## src/rtl/psmac_pkg.sv

```systemverilog
// Shared types for the precision-scalable MAC sequencer: FSM states, precision
// encodings and the digit-count helper.
package psmac_pkg;

  typedef enum logic [1:0] {
    IDLE = 2'd0,
    MUL  = 2'd1,
    ACC  = 2'd2,
    OUT  = 2'd3
  } state_t;

  localparam logic [1:0] PREC_2 = 2'd0;
  localparam logic [1:0] PREC_4 = 2'd1;
  localparam logic [1:0] PREC_8 = 2'd2;

  // Encoding 3 is treated as 8-bit.
  function automatic logic [3:0] digits_for_prec(input logic [1:0] prec);
    case (prec)
      PREC_2:  return 4'd1;
      PREC_4:  return 4'd2;
      PREC_8:  return 4'd4;
      default: return 4'd4;
    endcase
  endfunction

endpackage

```

## src/rtl/psmac_seq_ctrl_if.sv

```systemverilog
// Operand/result handshake bundle between operand fetch, the MAC sequencer
// and result writeback.
interface psmac_seq_ctrl_if #(
  parameter int W     = 8,
  parameter int ACC_W = 24
);
  logic             in_valid;
  logic             in_ready;
  logic [W-1:0]     a;
  logic [W-1:0]     b;
  logic             signed_a;
  logic             signed_b;
  logic [1:0]       prec;
  logic             acc_clr;
  logic             out_valid;
  logic             out_ready;
  logic [ACC_W-1:0] acc_out;
  logic             busy;
  logic             sat;

  modport master (
    output in_valid, a, b, signed_a, signed_b, prec, acc_clr, out_ready,
    input  in_ready, out_valid, acc_out, busy, sat
  );

  modport slave (
    input  in_valid, a, b, signed_a, signed_b, prec, acc_clr, out_ready,
    output in_ready, out_valid, acc_out, busy, sat
  );
endinterface

```

## src/rtl/psmac_digit_mul.sv

```systemverilog
// Combinational 2x2-bit signed-digit multiplier; sx/sy mark a digit as the
// sign-carrying top digit of its operand.
module psmac_digit_mul (
  input  logic [1:0] md,
  input  logic [1:0] mr,
  input  logic       sx,
  input  logic       sy,
  output logic [4:0] p
);
  logic signed [2:0] x_s;
  logic signed [2:0] y_s;
  logic signed [4:0] prod_s;

  // Range is -6..9, so a 5-bit product is exact.
  always_comb begin
    x_s    = $signed({sx & md[1], md});
    y_s    = $signed({sy & mr[1], mr});
    prod_s = 5'(x_s) * 5'(y_s);
    p      = prod_s;
  end
endmodule

```

## src/rtl/psmac_seq_ctrl.sv

```systemverilog
// Sequential precision-scalable MAC controller: iterates digit pairs through one
// shared digit multiplier. Optional saturating accumulate: PSMAC_ACC_SAT_EN.
module psmac_seq_ctrl
  import psmac_pkg::*;
#(
  parameter int W     = 8,
  parameter int ACC_W = 24
) (
  input logic              clk,
  input logic              rst_n,
  psmac_seq_ctrl_if.slave  bus
);
  localparam int PW   = 2 * W + 1;
  localparam int HALF = W / 2;
  localparam int NW   = $clog2(HALF + 1);

  state_t                   state_r, state_nxt_s;
  logic [W-1:0]             a_r, b_r;
  logic                     sa_r, sb_r, clr_r;
  logic [NW-1:0]            nd_r, i_r, j_r, nd_s;
  logic [3:0]               nd_raw_s;
  logic signed [PW-1:0]     prod_r, dp_ext_s, term_s;
  logic signed [ACC_W-1:0]  acc_r, acc_nxt_s;
  logic [1:0]               md_s, mr_s;
  logic                     sx_s, sy_s, last_i_s, last_j_s, accept_s;
  logic [4:0]               dp_s;
  logic [NW:0]              ij_s;
  logic [NW+1:0]            sh_s;

  assign accept_s = bus.in_valid && (state_r == IDLE);
  assign last_i_s = (i_r == nd_r - NW'(1));
  assign last_j_s = (j_r == nd_r - NW'(1));
  assign md_s     = a_r[{i_r, 1'b0} +: 2];
  assign mr_s     = b_r[{j_r, 1'b0} +: 2];
  assign sx_s     = sa_r && last_i_s;
  assign sy_s     = sb_r && last_j_s;

  psmac_digit_mul u_digit_mul (
    .md (md_s),
    .mr (mr_s),
    .sx (sx_s),
    .sy (sy_s),
    .p  (dp_s)
  );

  // Digit count for the incoming precision, limited to what W can hold.
  always_comb begin
    nd_raw_s = digits_for_prec(bus.prec);
    if (int'(nd_raw_s) > HALF) nd_s = NW'(HALF);
    else                       nd_s = NW'(nd_raw_s);
    ij_s     = {1'b0, i_r} + {1'b0, j_r};
    sh_s     = {ij_s, 1'b0};
    dp_ext_s = PW'($signed(dp_s));
    term_s   = dp_ext_s << sh_s;
  end

`ifdef PSMAC_ACC_SAT_EN
  logic                    sat_r;
  logic                    ovf_s;
  logic signed [ACC_W:0]   sum_s, base_s;

  // One guard bit exposes signed overflow; clamp to the representable extreme.
  always_comb begin
    if (clr_r) base_s = '0;
    else       base_s = (ACC_W + 1)'(acc_r);
    sum_s = base_s + (ACC_W + 1)'(prod_r);
    ovf_s = (sum_s[ACC_W] != sum_s[ACC_W-1]);
    if (ovf_s) begin
      if (sum_s[ACC_W]) acc_nxt_s = {1'b1, {(ACC_W-1){1'b0}}};
      else              acc_nxt_s = {1'b0, {(ACC_W-1){1'b1}}};
    end else begin
      acc_nxt_s = sum_s[ACC_W-1:0];
    end
  end

  always_ff @(posedge clk or negedge rst_n) begin
    if (!rst_n)                            sat_r <= 1'b0;
    else if (accept_s && bus.acc_clr)      sat_r <= 1'b0;
    else if (state_r == ACC && ovf_s)      sat_r <= 1'b1;
    else                                   sat_r <= sat_r;
  end

  assign bus.sat = sat_r;
`else
  logic signed [ACC_W-1:0] base_s;

  always_comb begin
    if (clr_r) base_s = '0;
    else       base_s = acc_r;
    acc_nxt_s = base_s + ACC_W'(prod_r);
  end

  assign bus.sat = 1'b0;
`endif

  always_ff @(posedge clk or negedge rst_n) begin
    if (!rst_n) state_r <= IDLE;
    else        state_r <= state_nxt_s;
  end

  always_comb begin
    state_nxt_s = state_r;
    case (state_r)
      IDLE:    if (accept_s) state_nxt_s = MUL; else state_nxt_s = IDLE;
      MUL:     if (last_i_s && last_j_s) state_nxt_s = ACC; else state_nxt_s = MUL;
      ACC:     state_nxt_s = OUT;
      OUT:     if (bus.out_ready) state_nxt_s = IDLE; else state_nxt_s = OUT;
      default: state_nxt_s = IDLE;
    endcase
  end

  always_comb begin
    bus.in_ready  = (state_r == IDLE);
    bus.out_valid = (state_r == OUT);
    bus.busy      = (state_r != IDLE);
  end

  assign bus.acc_out = acc_r;

  // Operand latch, digit-pair iteration and accumulate.
  always_ff @(posedge clk or negedge rst_n) begin
    if (!rst_n) begin
      a_r <= '0; b_r <= '0; sa_r <= 1'b0; sb_r <= 1'b0; clr_r <= 1'b0;
      nd_r <= '0; i_r <= '0; j_r <= '0; prod_r <= '0; acc_r <= '0;
    end else begin
      case (state_r)
        IDLE: begin
          if (accept_s) begin
            a_r <= bus.a; b_r <= bus.b;
            sa_r <= bus.signed_a; sb_r <= bus.signed_b; clr_r <= bus.acc_clr;
            nd_r <= nd_s; i_r <= '0; j_r <= '0; prod_r <= '0;
          end
        end
        MUL: begin
          prod_r <= prod_r + term_s;
          if (last_j_s) begin
            j_r <= '0;
            i_r <= i_r + NW'(1);
          end else begin
            j_r <= j_r + NW'(1);
          end
        end
        ACC:     acc_r <= acc_nxt_s;
        default: acc_r <= acc_r;
      endcase
    end
  end
endmodule

```

## src/flat_wrapper.sv

```systemverilog
// flat-port wrapper written by rule: the top's interface ports become plain ports
module psmac_seq_ctrl_flat import psmac_pkg::*;
#(
  parameter int W     = 8,
  parameter int ACC_W = 24
)
  (clk, rst_n, bus_in_valid, bus_a, bus_b, bus_signed_a, bus_signed_b, bus_prec, bus_acc_clr, bus_out_ready, bus_in_ready, bus_out_valid, bus_acc_out, bus_busy, bus_sat);
  psmac_seq_ctrl_if #(.W(W), .ACC_W(ACC_W)) bus_i ();
  input logic clk;
  input logic rst_n;
  input wire logic [$bits(bus_i.in_valid)-1:0] bus_in_valid;
  input wire logic [$bits(bus_i.a)-1:0] bus_a;
  input wire logic [$bits(bus_i.b)-1:0] bus_b;
  input wire logic [$bits(bus_i.signed_a)-1:0] bus_signed_a;
  input wire logic [$bits(bus_i.signed_b)-1:0] bus_signed_b;
  input wire logic [$bits(bus_i.prec)-1:0] bus_prec;
  input wire logic [$bits(bus_i.acc_clr)-1:0] bus_acc_clr;
  input wire logic [$bits(bus_i.out_ready)-1:0] bus_out_ready;
  output wire logic [$bits(bus_i.in_ready)-1:0] bus_in_ready;
  output wire logic [$bits(bus_i.out_valid)-1:0] bus_out_valid;
  output wire logic [$bits(bus_i.acc_out)-1:0] bus_acc_out;
  output wire logic [$bits(bus_i.busy)-1:0] bus_busy;
  output wire logic [$bits(bus_i.sat)-1:0] bus_sat;
  assign bus_i.in_valid = bus_in_valid;
  assign bus_i.a = bus_a;
  assign bus_i.b = bus_b;
  assign bus_i.signed_a = bus_signed_a;
  assign bus_i.signed_b = bus_signed_b;
  assign bus_i.prec = bus_prec;
  assign bus_i.acc_clr = bus_acc_clr;
  assign bus_i.out_ready = bus_out_ready;
  assign bus_in_ready = bus_i.in_ready;
  assign bus_out_valid = bus_i.out_valid;
  assign bus_acc_out = bus_i.acc_out;
  assign bus_busy = bus_i.busy;
  assign bus_sat = bus_i.sat;
  psmac_seq_ctrl #(.W(W), .ACC_W(ACC_W)) u_core (.clk(clk), .rst_n(rst_n), .bus(bus_i));
endmodule
```

## config.mk

```make
export PLATFORM = sky130hd
export DESIGN_NAME = psmac_seq_ctrl_flat
export DESIGN_NICKNAME = d
export VERILOG_FILES = /design/src/rtl/psmac_pkg.sv /design/src/rtl/psmac_seq_ctrl_if.sv /design/src/rtl/psmac_digit_mul.sv /design/src/rtl/psmac_seq_ctrl.sv /design/src/flat_wrapper.sv
export SDC_FILE = /design/constraint.sdc
export NUM_CORES = 1
export LEC_CHECK = 0
export BUFFER_PORTS_ARGS = -buffer_cell sky130_fd_sc_hd__buf_2
export CORE_UTILIZATION = 56
export CTS_BUF_LIST = sky130_fd_sc_hd__clkbuf_8
export DETAILED_ROUTE_END_ITERATION = 16
export PLACE_DENSITY = 0.76
export RECOVER_POWER = 50
export SLEW_MARGIN = 25
export SYNTH_ARGS = -nofsm -noshare
export SYNTH_HDL_FRONTEND = slang
export SYNTH_SLANG_ARGS = --single-unit
```

## constraint.sdc

```tcl
create_clock -name clk -period 7.7 [get_ports clk]
set_input_delay 2.31 -clock clk [delete_from_list [all_inputs] [get_ports clk]]
set_output_delay 2.31 -clock clk [all_outputs]
set_load 0.1 [all_outputs]
```

Yosys cells after proc, flatten, opt, wreduce, memory -nomap -nowiden
Cells that the tools add are included.
Word-level totals
  word-level logic and storage cells: 57
  bits of input ports: 25
  flip-flop bits (word level): 71
  output and inout port bits: 28
Cells by class
  $add $sub $neg: 6
  order comparisons: 1
  mux-type cells: 14
  shift operators: 3
  bitwise gates (word level): 2
  multipliers: 1
  equality and inequality tests: 8
  reduce and logical (&&, ||, !) cells: 11
Operators by type and width (count)
  $pmux W17 S2: 1
  $add A24 B17 Y24: 1
  $mux W24: 1
  $pmux W3 S2: 3
  $add A17 B17 Y17: 1
  $mux W17: 1
  $shl A17 B5 Y17: 1
  $shiftx A8 B5 Y2: 2
  $mux W3: 4
  $pmux W2 S4: 1
  $add A3 B1 Y3 const B: 2
  $eq A3 B3 Y1: 2
  $mul A3 B3 Y5: 1
  $add A3 B3 Y4: 1
  $eq A2 B1 Y1 const B: 2
  $eq A2 B2 Y1 const B: 2
  $logic_and A1 B1 Y1: 4
  $logic_not A2 Y1: 2
  $mux W2: 2
  $ne A2 B1 Y1 const B: 2
  $reduce_and A2 Y1: 2
  $reduce_bool A2 Y1: 2
  $gt A3 B3 Y1 const B: 1
  $reduce_and A3 Y1: 1
  other kinds (3): 4

Depth between registers and ports, before layout
Gate-level depths: netlist of the first run.
  word-level depth: 8
  depth in mapped cells: 24
  depth with buffers taken out: 24

Modules after synthesis
A second synthesis of the first run with hierarchy kept.
Second synthesis, totals
  cells, all modules: 629
  area, all modules: 5636.7 um^2
Modules (own cells, without submodules)
  psmac_seq_ctrl: cells each 602, area an instance 5413.9 um^2, instances 1, seq. area each 1776.7 um^2
  psmac_digit_mul: cells each 27, area an instance 222.7 um^2, instances 1, seq. area each 0.0 um^2

Least setup slack after synthesis of the first run
Ideal clock, no wire load.
  path kind: register -> register
  from: register u_core.nd_r[0]
  to: register u_core.prod_r[16]
  setup time: 0.074 ns
  clock period less this slack: 5.469 ns
  arrival: 5.395 ns
  slack: 2.231 ns
  required time: 7.626 ns
  path buffers: 0
  stages on the path, launching flop included: 25
  cells stage by stage: dfrtp_1 -> inv_1 -> ha_1 -> xnor2_1 -> and4bb_2 -> and2_1 -> nand2b_1 -> fa_1 -> fa_1 -> inv_1 -> ha_1 -> xnor3_1 -> xor2_2 -> nor2b_4 -> o31ai_2 -> nor2_1 -> ha_1 -> o21a_1 -> o2111ai_1 -> o211ai_1 -> a311oi_1 -> o21ai_0 -> xor2_1 -> or3_1 -> o21ai_2
Between the ends
  longest elaborated chain between the ends: 8
  elaborated cells on any way between the ends: 11
  those cells by class: add/sub (2); mul (1); eq/ne (2); shift (1); mux (1); bitwise (2); reduce/logical (2)
RTL lines
  start: declaration: line psmac_seq_ctrl.sv:20  | logic [NW-1:0] nd_r, i_r, j_r, nd_s;
  start signal: assignment: line psmac_seq_ctrl.sv:124  | nd_r <= '0; i_r <= '0; j_r <= '0; prod_r <= '0; acc_r <= '0;
  start signal: assignment: line psmac_seq_ctrl.sv:131  | nd_r <= nd_s; i_r <= '0; j_r <= '0; prod_r <= '0;
  $sub A3 B1 Y3 *: line psmac_seq_ctrl.sv:31, psmac_seq_ctrl.sv:32
  $eq A3 B3 Y1, on equally long branches: line psmac_seq_ctrl.sv:31, psmac_seq_ctrl.sv:32
  $logic_and A1 B1 Y1, on equally long branches: line psmac_seq_ctrl.sv:35, psmac_seq_ctrl.sv:36
  $and A1 B1 Y1, on equally long branches: line psmac_digit_mul.sv:16, psmac_digit_mul.sv:17
  $mul A3 B3 Y5 *: line psmac_digit_mul.sv:18  | prod_s = 5'(x_s) * 5'(y_s);
  $shl A17 B5 Y17 *: line psmac_seq_ctrl.sv:54  | term_s = dp_ext_s << sh_s;
  $add A17 B17 Y17 *: line psmac_seq_ctrl.sv:135  | prod_r <= prod_r + term_s;
  $pmux W17 S2 *: line psmac_seq_ctrl.sv:126  | case (state_r)
  end signal: assignment: line psmac_seq_ctrl.sv:135
  end: declaration: line psmac_seq_ctrl.sv:22  | logic signed [PW-1:0] prod_r, dp_ext_s, term_s;
Every way passes the cells marked *; elsewhere a longest branch is shown, timed or not.
A chain may end at the register's enable or synchronous reset.

Worst setup path in the final report of the first run
Ends and elaborated chain as after synthesis.

==> run metrics, run 1 <==
Vias/cell 5.87; Crit. End Element flop; Die W 102 µm; post-synthesis sequential area ratio 0.314; post-layout util 0.643; clk sinks 71; R2R depth 24; fillers 826; DRT Pass-1 Iters 4; Post-Syn Area per Cell 9.06 µm²; yosys warns 0; Post-synth top cells dfrtp_1 (71), nand2_1 (57), o21ai_0 (55); CP Data Arrival Time 6460 ps; H-Tree Depth 3; unrepaired setup endpoints after global routing false; FF-to-FF Start u_core.nd_r[0]; CTS tree yes; Setup Skew 7.45 ps; clk_lat worst skew 360 ps; Top cell by count, worst path ha_1; CTS resizes 0; hold_sp u_core.bus.acc_out[11]; Slew Limit Fails 55; Ant. Diodes 0; Total GRT Usage 0.265; # IOs 53; Storage cell area 1780 µm²; routed len/inst 15.8 µm; worst rel slew slack -0.964; Clock Path Buffers 2; vias in the first global route 4673; share of the synthesized area in the top cell type 0.314; WL met1 5.75 mm; Routed met2 length 6.33 mm; failing checks capacitance limit, slew limit; top cells by area, synth dfrtp_1 (31%), ha_1 (11%), o21ai_0 (4.9%); Hold WC Path Type reg2reg; Distinct cells, synth 71; DP HPWL 9.56 mm; Clk pin slew, worst setup/hold paths 80 ps; post-synthesis cell count 624; setup slack, reg-to-reg 1540 ps; Area Growth Syn to Fin 11.3%; max-cap viol count 1; Num CTS Buffers 9; hold path depth 2; routability cong. 0.885; Setup TNS 0 ps; largest net degree at the start of global routing 72; Final #Nets 748; Detail Route Antenna Nets 0; crit share post-route 0.800; Top FF cell, synth dfrtp_1; FF+latch count, synth 71; area of the multi-input gates 3690 µm²; status complete, but fails checks; syn nets 703; final setup violating endpoints 0; GRT Residual Overflow 0; kind of critical path reg2reg; hold-critical path endpoint u_core.bus.acc_out[11]; Fin. Hold Viols 0; Period minus WS final 6160 ps; area of the core 9770 µm²; die area 10500 µm²; number of antenna violations at the first check in global routing 0; Port Buf Inserts 51; DRT iter0 DRCs 169; CTS Hold Bufs 0; CP Cell Sequence inv_1 > ha_1 > xnor2_1 > and4bb_2 > and2_1 > nand2b_1 > fa_1 > fa_1 > inv_1 > ha_1 > xnor3_1 > xor2_2 > nor2b_4 > o31ai_2 > nor2_1 > ha_1 > o21a_1 > o2111ai_1 > o211ai_1 > a311oi_1 > o21ai_0 > xor2_1 > or3_1 > o21ai_2; EDFF count, synth 0; first-pass GRT wire length 21.7 mm; die height 102 µm; slowest stage delay, CP 530 ps; startpoint types flop; most frequent cell after synthesis dfrtp_1; CP max FO 5; met3 WL 369 µm; Tightest Pin Transition 2950 ps; uppermost layer routed met4; clk root buf clkbuf_8; Post-CTS Setup Bufs 0; Routed WL 12.7 mm; fraction of registers with async set/reset 1.00; R2R Path End u_core.prod_r[16]; fmax 162 MHz; DR DRC count 0; Worst path slowest cell fa_1; data required time of the worst path 7990 ps; Starting Density 0.578; Site Rows 36; leading area contributor after synthesis dfrtp_1; share of post-route cells with drive strength above 1 0.163; vias 4737; Syn Std Cell Area 5650 µm²
## per-stage QoR
step	setup slack (ps)	cell area, µm²	hold WS, ps	std cells
after floorplan	2230	5650	450	624
after global placement	1950	6010	465	790
after detailed placement	1660	6010	480	790
after CTS	1600	6300	497	806
after global routing	1140	6290	523	807
final	1540	6290	491	807
## registers in the layout, summed over array words and instances, names as in the netlist
register,cells
u_core.bus.acc_out,24
u_core.state_r,2
u_core.clr_r,1
u_core.a_r,8
u_core.j_r,3
u_core.sa_r,1
u_core.prod_r,17
u_core.i_r,3
u_core.sb_r,1
u_core.b_r,8
u_core.nd_r,3
## cells by family (layout without fill, tap and decap cells)
kind of cell | Yosys count | count (layout) | share of synthesized area
compound gates | 177 | 177 | 0.205
fa+ha+maj | 54 | 54 | 0.128
buf+inv | 44 | 94 | 0.0314
flops | 71 | 71 | 0.314
mux | 27 | 27 | 0.0620
xor+xnor | 42 | 42 | 0.0702
simple gates | 208 | 208 | 0.188
other cells | 1 | 1 | 0.000664
## cell usage in the layout, fill, tap and decap left out, drive strengths merged, types with 23 or more instances in the layout
master,Yosys,final
a21oi,41,41
buf,3,52
dfrtp,71,71
ha,48,48
inv,22,23
nand2,57,57
nand3,26,26
nor2,33,33
nor2b,29,29
o21ai,59,59
## final cells by class
cell class,instances,share of cell area
multi-input cells,509,0.587
well taps,133,0.0265
repair buffers,56,0.0446
clock buffers,9,0.0197
clock inverters,7,0.0267
flip-flops and latches,71,0.282
inverters,22,0.0131
## layer usage
layer	vias to the layer above	track usage
li1	2329	-
met2	102	0.457
met5	-	0
met1	2284	0.336
met4	0	0.0923
met3	22	0.0417
## worst max-delay path, delay by kind of cell (launching register included)
family / cells / cell delay, ps
xor gates and xnor gates: 4 / 1070
adders and majority gates: 5 / 1650
buffers and inverters: 2 / 130
and+or+nand+nor: 6 / 1290
DFF: 1 / 430
AOI/OAI and AO/OA: 7 / 1510
## worst max-delay path by stage
stage,start,endpoint,slack [ps],cells after the start
after floorplan,u_core.nd_r[0],u_core.prod_r[16],2230,24
after global placement,u_core.nd_r[0],u_core.prod_r[16],1950,24
after detailed placement,u_core.nd_r[0],u_core.prod_r[16],1660,24
after CTS,u_core.nd_r[0],u_core.prod_r[16],1600,24
after global routing,u_core.nd_r[0],u_core.prod_r[16],1140,24
final,u_core.nd_r[0],u_core.prod_r[16],1540,24
Power of run 1 is not shown: default switching activity piles up to over one toggle a cycle in this logic, so the estimate is an artifact.
==> run 2, diff against run 1 <==
==> constraint.sdc (replaced) <==
create_clock -name clk -period 6.34 [get_ports clk]
set_input_delay 1.902 -clock clk [delete_from_list [all_inputs] [get_ports clk]]
set_output_delay 1.902 -clock clk [all_outputs]
set_load 0.1 [all_outputs]
==> run 2 against run 1 <==
Against the previous run:
- setup slack got worse by 1200 ps
- via count is 0.17% lower
- final area up 0.34%
- critical path depth unchanged
- non-clock buffer count up 1
- sequential share of layout area down 0.095 points
- utilization grew 0.22 points
- register-to-register slack got worse by 1200 ps
- clock skew up 0.65 ps
- the run still ends with capacitance limit, slew limit left
==> run metrics, run 2 (synthesis gave the netlist of run 1 again) <==
Setup TNS 0 ps (unchanged); worst rel slew slack -0.970 (was -0.964); CP Data Arrival Time 6250 ps (was 6460 ps); DP HPWL 9.48 mm (was 9.56 mm); clk_lat worst skew 360 ps (about the same); data required time of the worst path 6630 ps (was 7990 ps); first-pass GRT wire length 21.5 mm (was 21.7 mm); Setup Skew 8.11 ps (was 7.45 ps); GRT Residual Overflow 0 (unchanged); die area 10500 µm² (unchanged); Detail Route Antenna Nets 0 (unchanged); Hold Slack 492 ps (was 491 ps); Area Growth Syn to Fin 11.7% (was 11.3%); number of antenna violations at the first check in global routing 0 (unchanged); slowest stage delay, CP 530 ps (about the same); most common cell after layout, fill and taps aside dfrtp_1 (unchanged); Clk pin slew, worst setup/hold paths 80 ps (about the same); Worst Path Buf+Inv 2 (unchanged); CP Cell Sequence inv_1 > ha_1 > xnor2_1 > and4bb_2 > and2_1 > nand2b_1 > fa_1 > fa_1 > inv_1 > ha_1 > xnor3_1 > xor2_2 > nor2b_4 > o31ai_2 > nor2_1 > ha_1 > o21a_1 > o2111ai_1 > o211ai_1 > a311oi_2 > o21ai_0 > xor2_1 > or3_1 > o21ai_2 (was inv_1 > ha_1 > xnor2_1 > and4bb_2 > and2_1 > nand2b_1 > fa_1 > fa_1 > inv_1 > ha_1 > xnor3_1 > xor2_2 > nor2b_4 > o31ai_2 > nor2_1 > ha_1 > o21a_1 > o2111ai_1 > o211ai_1 > a311oi_1 > o21ai_0 > xor2_1 > or3_1 > o21ai_2); Post-Layout Cell Count 808 (was 807); kind of critical path reg2reg (unchanged); Final #Nets 749 (was 748); Placed Area 6010 µm² (unchanged); Site Rows 36 (unchanged); Crit. End Element flop (unchanged); max FFs per register 24 (unchanged); Period minus WS final 5960 ps (was 6160 ps); clk root buf clkbuf_8 (unchanged); Tightest Pin Transition 2960 ps (was 2950 ps); vias in the first global route 4594 (was 4673); routability cong. 0.885 (unchanged); unrepaired setup endpoints after global routing false (unchanged); Clock Path Buffers 2 (unchanged); Vias/cell 5.85 (was 5.87); DRT iter0 DRCs 239 (was 169); Routed WL 12.9 mm (was 12.7 mm); vias 4729 (was 4737); Num CTS Buffers 9 (unchanged); Total GRT Usage 0.263 (was 0.265); startpoint types flop (unchanged); DRT Pass-1 Iters 5 (was 4); CP top delay family adder cells (unchanged); CTS tree yes (unchanged); H-Tree Depth 3 (unchanged); final setup violating endpoints 0 (unchanged); most frequent cells in the layout dfrtp_1 (71), nand2_1 (57), o21ai_0 (55), buf_2 (50), ha_1 (48) (unchanged); failing checks capacitance limit, slew limit (unchanged); fillers 804 (was 826); Ant. Diodes 0 (unchanged); Top cell by count, worst path ha_1 (unchanged); routed len/inst 15.9 µm (was 15.8 µm); status complete, but fails checks (unchanged); placed insts 790 (unchanged); Slew Limit Fails 56 (was 55); Starting Density 0.578 (unchanged); clk sinks 71 (unchanged); Worst path slowest cell fa_1 (unchanged); Hold WC Path Type reg2reg (unchanged); CP max FO 5 (unchanged); DR DRC count 0 (unchanged); share of post-route cells with drive strength above 1 0.167 (was 0.163); area of the core 9770 µm² (unchanged); Final Instance Area 6310 µm² (was 6290 µm²); fmax 168 MHz (was 162 MHz); crit share post-route 0.940 (was 0.800); max-cap viol count 1 (unchanged); # IOs 53 (unchanged); die height 102 µm (unchanged); Die W 102 µm (unchanged); Fin. Hold Viols 0 (unchanged); Port Buf Inserts 51 (unchanged); largest net degree at the start of global routing 72 (unchanged)
[run 2: path summary, 6_finish.rpt]
path | from | to | slack (ps) | cells after the start
max in group asynchronous | rst_n | u_core.a_r[5] | 1310 | 3
worst max register to register | u_core.nd_r[0] | u_core.prod_r[16] | 380 | 24
min in group asynchronous | rst_n | u_core.prod_r[1] | 1730 | 2
worst min-delay path | u_core.bus.acc_out[11] | u_core.bus.acc_out[11] | 490 | 2
worst min register to register | u_core.bus.acc_out[11] | u_core.bus.acc_out[11] | 490 | 2
worst max-delay path | u_core.nd_r[0] | u_core.prod_r[16] | 380 | 24
[run 2: timing repair]
| item | 4_1_cts | 5_1_grt |
|---|---|---|
| endpoints found under the setup margin | 0 | 1 |
| resized for setup | 0 | 2 |
| hold buffers | 0 | 0 |
| setup buffers | 0 | 1 |
[run 2: final cells by class]
type,instances,area (µm²),area share
inverter,22,82.6,0.0131
tap,133,166,0.0264
multi-input combinational,509,3710,0.587
clock inverter,7,168,0.0266
clock buffer,9,124,0.0196
sequential,71,1780,0.282
timing repair buffer,57,288,0.0456
[run 2: per-stage QoR]
| stage | worst slack [ps] | utilization |
|---|---|---|
| 6_report | 380 | 0.646 |
| 5_1_grt | 14.1 | 0.646 |
| 4_1_cts | 228 | 0.645 |
| 3_5_place_dp | 319 | 0.615 |
| 3_3_place_gp | 592 | 0.615 |
| 2_1_floorplan | 871 | - |
[run 2: layer usage]
metal	vias up	routed length (µm)	track usage
met3	22	392	0.0383
li1	2330	-	-
met4	0	245	0.0934
met2	89	6510	0.449
met1	2288	5700	0.339
met5	-	0	0
[run 2: tightest hold or removal path, stage by stage, from the launching register on]
cell and delay (ps):
dfrtp_1 360, nand2_1 50, nand2_1 50
Power of run 2 is left out for the same reason.
